### config.mk
export PLATFORM = sky130hd
export DESIGN_NAME = serial_adder_sched
export DESIGN_NICKNAME = d
export VERILOG_FILES = /design/src/rtl/serial_adder_sched.sv
export SDC_FILE = /design/constraint.sdc
export NUM_CORES = 1
export LEC_CHECK = 0
export CAP_MARGIN = 20
export CORE_ASPECT_RATIO = 1.1
export CORE_MARGIN = 2
export CORE_UTILIZATION = 30
export DETAILED_ROUTE_END_ITERATION = 7
export GPL_ROUTABILITY_DRIVEN = 1
export GPL_TIMING_DRIVEN = 0
export PLACE_DENSITY = 0.61
export REMOVE_ABC_BUFFERS = 1
export SYNTH_ARGS = -nofsm -noshare
export SYNTH_HDL_FRONTEND = slang
export SYNTH_SLANG_ARGS = --single-unit
### constraint.sdc
create_clock -name clk -period 2.1 [get_ports clk]
set_input_delay 0.42 -clock clk [delete_from_list [all_inputs] [get_ports clk]]
set_output_delay 0.42 -clock clk [all_outputs]
set_load 0.1 [all_outputs]
### src/rtl/serial_adder_sched.sv
// serial_adder_sched: bit-serial add/subtract engine shared by two requesters.
// One full-adder cell is reused for WIDTH cycles per operation. Requesters are
// arbitrated round-robin, and results come back on one shared, ID-tagged channel.
module serial_adder_sched #(
    parameter int WIDTH = 8,
    parameter int CNT_W = $clog2(WIDTH)
) (
    input  logic             clk,
    input  logic             rst_n,
    input  logic             req0_valid,
    output logic             req0_ready,
    input  logic [WIDTH-1:0] req0_a,
    input  logic [WIDTH-1:0] req0_b,
    input  logic             req0_sub,
    input  logic             req1_valid,
    output logic             req1_ready,
    input  logic [WIDTH-1:0] req1_a,
    input  logic [WIDTH-1:0] req1_b,
    input  logic             req1_sub,
    output logic             res_valid,
    input  logic             res_ready,
    output logic [WIDTH-1:0] res_sum,
    output logic             res_cout,
    output logic             res_id,
    output logic             busy
);

    typedef enum logic [1:0] {IDLE, RUN, DONE} state_t;

    state_t             state, state_nx;
    logic [WIDTH-1:0]   shift_a, shift_b, acc;
    logic               carry;
    logic [CNT_W-1:0]   cnt;
    logic               id;
    logic               rr_last;

    logic               grant;
    logic               accept;
    logic [WIDTH-1:0]   sel_a, sel_b;
    logic               sel_sub;
    logic               bit_s, bit_c;
    logic               last;

    // Round-robin grant: a lone requester wins, a conflict goes to the one not served last.
    always_comb begin
        grant = req1_valid;
        if (req0_valid && req1_valid)
            grant = ~rr_last;
        req0_ready = rst_n && (state == IDLE) && req0_valid && !grant;
        req1_ready = rst_n && (state == IDLE) && req1_valid &&  grant;
        accept     = req0_ready || req1_ready;
        sel_a      = grant ? req1_a   : req0_a;
        sel_b      = grant ? req1_b   : req0_b;
        sel_sub    = grant ? req1_sub : req0_sub;
    end

    // Shared full-adder cell working on the low bits of the shift registers.
    always_comb begin
        bit_s = shift_a[0] ^ shift_b[0] ^ carry;
        bit_c = (shift_a[0] & shift_b[0]) | (shift_a[0] & carry) | (shift_b[0] & carry);
        last  = (cnt == CNT_W'(WIDTH - 1));
        busy  = (state != IDLE);
    end

    // State register.
    always_ff @(posedge clk or negedge rst_n) begin
        if (!rst_n)
            state <= IDLE;
        else
            state <= state_nx;
    end

    // Next-state logic: accept -> RUN for WIDTH cycles -> DONE until consumed.
    always_comb begin
        state_nx = state;
        case (state)
            IDLE:    if (accept)    state_nx = RUN;
            RUN:     if (last)      state_nx = DONE;
            DONE:    if (res_ready) state_nx = IDLE;
            default:                state_nx = IDLE;
        endcase
    end

    // Datapath: operand capture, serial add, result registers and arbitration pointer.
    always_ff @(posedge clk or negedge rst_n) begin
        if (!rst_n) begin
            shift_a   <= '0;
            shift_b   <= '0;
            acc       <= '0;
            carry     <= 1'b0;
            cnt       <= '0;
            id        <= 1'b0;
            rr_last   <= 1'b1;
            res_valid <= 1'b0;
            res_sum   <= '0;
            res_cout  <= 1'b0;
            res_id    <= 1'b0;
        end else begin
            case (state)
                IDLE: begin
                    if (accept) begin
                        // Subtract as A + ~B + 1: invert B and seed the carry with sub.
                        shift_a <= sel_a;
                        shift_b <= sel_b ^ {WIDTH{sel_sub}};
                        carry   <= sel_sub;
                        id      <= grant;
                        rr_last <= grant;
                        cnt     <= '0;
                    end
                end
                RUN: begin
                    carry   <= bit_c;
                    shift_a <= shift_a >> 1;
                    shift_b <= shift_b >> 1;
                    acc     <= {bit_s, acc[WIDTH-1:1]};
                    cnt     <= cnt + 1'b1;
                    if (last) begin
                        res_valid <= 1'b1;
                        res_sum   <= {bit_s, acc[WIDTH-1:1]};
                        res_cout  <= bit_c;
                        res_id    <= id;
                    end
                end
                DONE: begin
                    if (res_ready)
                        res_valid <= 1'b0;
                end
                default: ;
            endcase
        end
    end

endmodule

---- Yosys cells after proc, flatten, opt, wreduce, memory -nomap -nowiden ----
Cells that the tools add are included.
W data, S select, Z words.
storage, ports and cells
  bits in registers ....................... 43
  input bits .............................. 39
  output and inout port bits .............. 14
  logic and storage cells ................. 64
cells by class
  $add $sub $neg .......................... 1
  eq/ne operators ......................... 6
  mux-type cells .......................... 19
  bitwise logic cells ..................... 9
  reduce and logical (&&, ||, !) cells .... 17
operators with widths
  operator               count
  $mux W8                4
  $pmux W8 S2            2
  $xor A8 B8 Y8          1
  $logic_and A1 B1 Y1    6
  $mux W2                3
  $ne A2 B2 Y1 const B   3
  $pmux W2 S3            1
  $pmux W3 S2            1
  $reduce_and A2 Y1      3
  $reduce_and A3 Y1      2
  $reduce_bool A2 Y1     3
  $mux W1                5
  $pmux W1 S2            2
  $add A3 B1 Y3 const B  1
  $and A1 B1 Y1          3
  $eq A3 B3 Y1 const B   1
  $mux W3                1
  $eq A2 B1 Y1 const B   1
  $eq A2 B2 Y1 const B   1
  $logic_not A2 Y1       1
  $or A1 B1 Y1           2
  $xor A1 B1 Y1          2
  $logic_not A1 Y1       1
  $logic_or A1 B1 Y1     1
  $not A1 Y1             1

---- Logic depth before layout (Yosys ltp) ----
  depth in word-level cells ............... 7
  depth in mapped cells ................... 5
  depth with buffers taken out ............ 4

---- Worst setup path after synthesis ----
OpenSTA, ideal clock, no wires.
  path kind ............................... flip-flop to output port
  from .................................... reg rr_last
  to ...................................... out req0_ready
  arrival ................................. 2.129 ns
  required time ........................... 1.680 ns
  slack ................................... -0.449 ns
  cell stages (with the launch flop) ...... 5
  buffers on the path ..................... 2
  path through ............................ dfstp_2 > a21boi_2 > buf_6 > buf_6 > nor2_1
between the ends
  cells in the longest elaborated chain, start to end .. 4
ends and longest elaborated chain
  element                   line  source
  start: declaration        35    logic rr_last;
  start signal: assignment  107   rr_last <= grant;
  $not A1 Y1                48    grant = ~rr_last;
  $mux W1                   47    if (req0_valid && req1_valid)
  $logic_not A1 Y1          49    req0_ready = rst_n && (state == IDLE) && req0_valid && !grant;
  $logic_and A1 B1 Y1       49
  end: declaration          11    output logic req0_ready,
No other way between the ends.

---- Final worst setup path ----
  from .................................... in req0_valid
  to ...................................... out req1_ready
between the ends
  cells in the longest elaborated chain, start to end .. 3
ends and longest elaborated chain
  element              line  source
  start: declaration   10    input logic req0_valid,
  $logic_and A1 B1 Y1  47
  $mux W1              47
  $logic_and A1 B1 Y1  50    req1_ready = rst_n && (state == IDLE) && req1_valid && grant;
  end: declaration     16    output logic req1_ready,
No other way between the ends.

==> summary.md <==
| Metric | Value |
|---|---|
| Post-detail-place hpwl | `between 3000 and 4000 µm` |
| Port Buffers | `52` |
| Antenna violations before repair | `0` |
| CP delay by family, top | `buffers and inverters` |
| Crit end category | `primary output` |
| Combinational family with the most area after synthesis | `compound AO/OA/AOI/OAI gates` |
| Antenna viol nets, final | `0` |
| RSZ-0062 raised after global routing | `no` |
| Number of synthesized register bits | `42` |
| Crit share post-route | `98.3%` |
| WS Path Type | `input pin to primary output` |
| Tot Pwr | `0.00432 W` |
| Post-synthesis xor/xnor area fraction | `under 10%` |
| Area of the multi-input gates | `1120 µm²` |
| Cells after Synth | `204` |
| Buf/Inv on CP | `2` |
| Die span in x | `86.3 µm` |
| Placeable Area | `~7300 µm²` |
| # H-tree levels | `2` |
| Residual DRC | `0` |
| Synth-to-layout area growth | `32.5%` |
| Max-slew headroom | `36.3%` |
| Syn Std Cell Area | `2240 µm²` |
| Die ar. | `8160 µm²` |
| # clock sinks | `42` |
| Most frequent cells in the layout | `dfrtp_1 (39), nand2_1 (37), clkdlybuf4s50_1 (36), mux2i_1 (15), xnor2_1 (14)` |
| Vias in the first global route | `1630` |
| Worst vdd ir | `between 600 and 700 µV` |
| GRT Resource Usage Total | `12.5%` |
| Pre-antenna DRT Iters | `4` |
| Final Max Tran Viols | `0` |
| Adder-cell share of the synthesized area | `2.01%` |
| Post-route minimum period | `2060 ps` |
| Simple-Gate Fraction of Synth Area | `11.8%` |
| Final setup fails | `0` |
| Worst-margin pin slew | `959 ps` |
| Clk buf depth | `2` |
| CP max stage cell | `clkdlybuf4s50_1` |
| Yosys Warn Count | `0` |
| Post-CTS Setup Bufs | `0` |
| Clock root buffer | `clkbuf_8` |
| Clk slew on worst S/H paths | `~80 ps` |
| Setup tns final | `0 ps` |
| Routed wire per std cell | `about 14 µm` |
| Dpl cell area | `2820 µm²` |
| Post-synthesis mux area share | `13.3%` |
| Number of diodes | `0` |
| Cell Rows | `33` |
| P_leak | `between 1 and 1.5 nW` |
| Initial core utilization | `30.4%` |
| Register area | `roughly 1100 µm²` |
| Max incr delay on CP | `500 ps` |
| Post-route cell area | `2960 µm²` |
| Crit path arrival time | `1640 ps` |
| Max cap viols | `0` |
| Seq/Total Area, Yosys | `47.1%` |
| CTS buffer count | `5` |
| Pin count of the biggest net entering global routing | `37` |
| Final wirelength | `4680 µm` |
| Critical path fanouts, max | `6` |
| Final Hold Viols | `0` |
| TritonCTS clock tree | `built` |
| Clock Latency Late Sink | `300 ps` |
| Hold Crit Class | `input pin to async pin` |
| FMAX | `between 400 and 500 MHz` |
| Required time of the critical path | `1680 ps` |
| Most common cell after layout, fill and taps aside | `dfrtp_1` |
| Fillers | `741` |
| Crit path cell chain | `clkdlybuf4s50_1 > a21boi_4 > and2_4 > buf_12` |
| Routability cong. | `0.664` |
| Worst Setup Start Kind | `input pin` |
| Initial drt markers | `103` |
| Final nets | `296` |
| Avg Inst Size Synth | `11.0 µm²` |
| # IOs | `53` |
| Status | `complete, no violations` |
| Power Dens Cells | `1460 nW/µm²` |
| Total gr overflow | `0` |
| Global-route wire length before repair | `8040 µm` |
| Post-synth cell types | `40` |
| Chip height | `94.5 µm` |
| Share of post-route cells with drive strength above 1 | `18.0%` |
| DR vias | `1658` |
| Skew final | `11.0 ps` |
| Vias per cell | `4.85` |
| Complex-gate fraction of the synthesized area | `15.9%` |
[routing by layer]
metal | GRT usage (%) | vias up | routed length, µm
li1 | - | 823 | -
met1 | 16.1 | 795 | 2060
met4 | 1.56 | 0 | 23
met2 | 21.4 | 38 | 2410
met3 | 3.41 | 2 | 186
met5 | 0 | - | 0
[registers in the layout, summed over array words and instances, names as in the netlist]
| register | cells |
|---|---|
| acc | 7 |
| shift_a | 8 |
| carry | 1 |
| id | 1 |
| rr_last | 1 |
| res_sum | 8 |
| cnt | 3 |
| res_cout | 1 |
| res_id | 1 |
| shift_b | 8 |
| state | 2 |
| res_valid | 1 |
[area by class of cell]
| type | count | share of cell area (%) |
|---|---|---|
| inverters | 3 | 0.380 |
| multi-input cells | 147 | 37.7 |
| repair buffers | 55 | 18.6 |
| well taps | 87 | 3.67 |
| flip-flops and latches | 42 | 35.7 |
| clock buffers | 5 | 2.32 |
| clock inverters | 3 | 1.65 |
[worst paths after layout]
path                                       from                endpoint  slack (ps)  depth (start not counted)
min in group clk             acc[1]$_DFFE_PN0P_      acc[1]$_DFFE_PN0P_         470                          2
max                                  req0_valid              req1_ready          40                          4
min                                       rst_n     rr_last$_DFFE_PN1P_         140                          1
max reg2reg                state[0]$_DFFE_PN0P_  res_sum[0]$_DFFE_PN0P_         270                          3
min reg2reg                  acc[1]$_DFFE_PN0P_      acc[1]$_DFFE_PN0P_         470                          2
max in group asynchronous                 rst_n          id$_DFFE_PN0P_        1260                          2
[synth_stat cells]
master	count	share of area, %
xnor2_1	14	5.5
a211oi_2	5	2.8
a2111oi_2	1	0.67
nor2_1	4	0.67
clkbuf_1	3	0.50
nor2b_1	1	0.28
nand2_1	38	6.4
o31ai_1	1	0.34
mux2i_1	15	6.7
fa_1	1	0.90
o21a_1	1	0.34
buf_4	1	0.34
buf_6	2	1.0
nor3_1	6	1.3
a21oi_1	3	0.67
o22ai_1	6	1.7
nand2b_1	3	0.84
dfrtp_1	41	46
o21a_2	1	0.39
inv_1	2	0.34
xor2_1	2	0.78
nor3b_1	1	0.34
a221o_1	7	3.1
or2_2	1	0.28
and2_1	1	0.28
buf_2	6	1.3
a221oi_2	2	1.3
a22o_1	4	1.6
o21ai_0	8	1.8
ha_1	2	1.1
dfstp_2	1	1.2
a21boi_2	1	0.50
nor3b_2	1	0.56
o21ai_2	1	0.39
mux2_1	1	0.50
clkinv_1	1	0.17
nand4bb_1	1	0.50
mux2_2	12	6.0
nor2_2	1	0.28
a21o_1	1	0.34
[cell families after synthesis]
group                      after synthesis
and+or+nand+nor                         58
AOI/OAI and AO/OA                       42
DFF                                     42
muxes                                   28
xor gates and xnor gates                16
buffers and inverters                   15
adders and majority gates                3
[stage by stage]
| step | utilization, % | setup slack (ps) | std cells | hold slack, ps |
|---|---|---|---|---|
| after floorplan | - | -454 | 192 | 124 |
| after global placement | 38.0 | -2460 | 331 | 458 |
| after detailed placement | 38.4 | -1080 | 333 | 296 |
| after CTS | 40.2 | 2.20 | 342 | 129 |
| after global routing | 40.3 | 5.15 | 342 | 129 |
| final | 40.3 | 35.0 | 342 | 138 |
[power breakdown]
part / total [W] / switching (W) / internal, W / leakage, nW
Sequential: 0.00151 / 0.000318 / 0.00119 / 0.521
Clock: 0.000662 / 0.000300 / 0.000362 / 0.0563
Combinational: 0.00215 / 0.00142 / 0.000731 / 0.707
Total: 0.00432 / 0.00204 / 0.00228 / 1.28
[what timing repair did]
item / CTS / global route
resized for setup: 38 / 2
cloned: 0 / 0
hold endpoints to repair: 5 / 0
setup endpoints to repair: 26 / 2
pin swaps: 1 / 1
hold buffers: 1 / 0
Power figures use the tool's default switching activity.
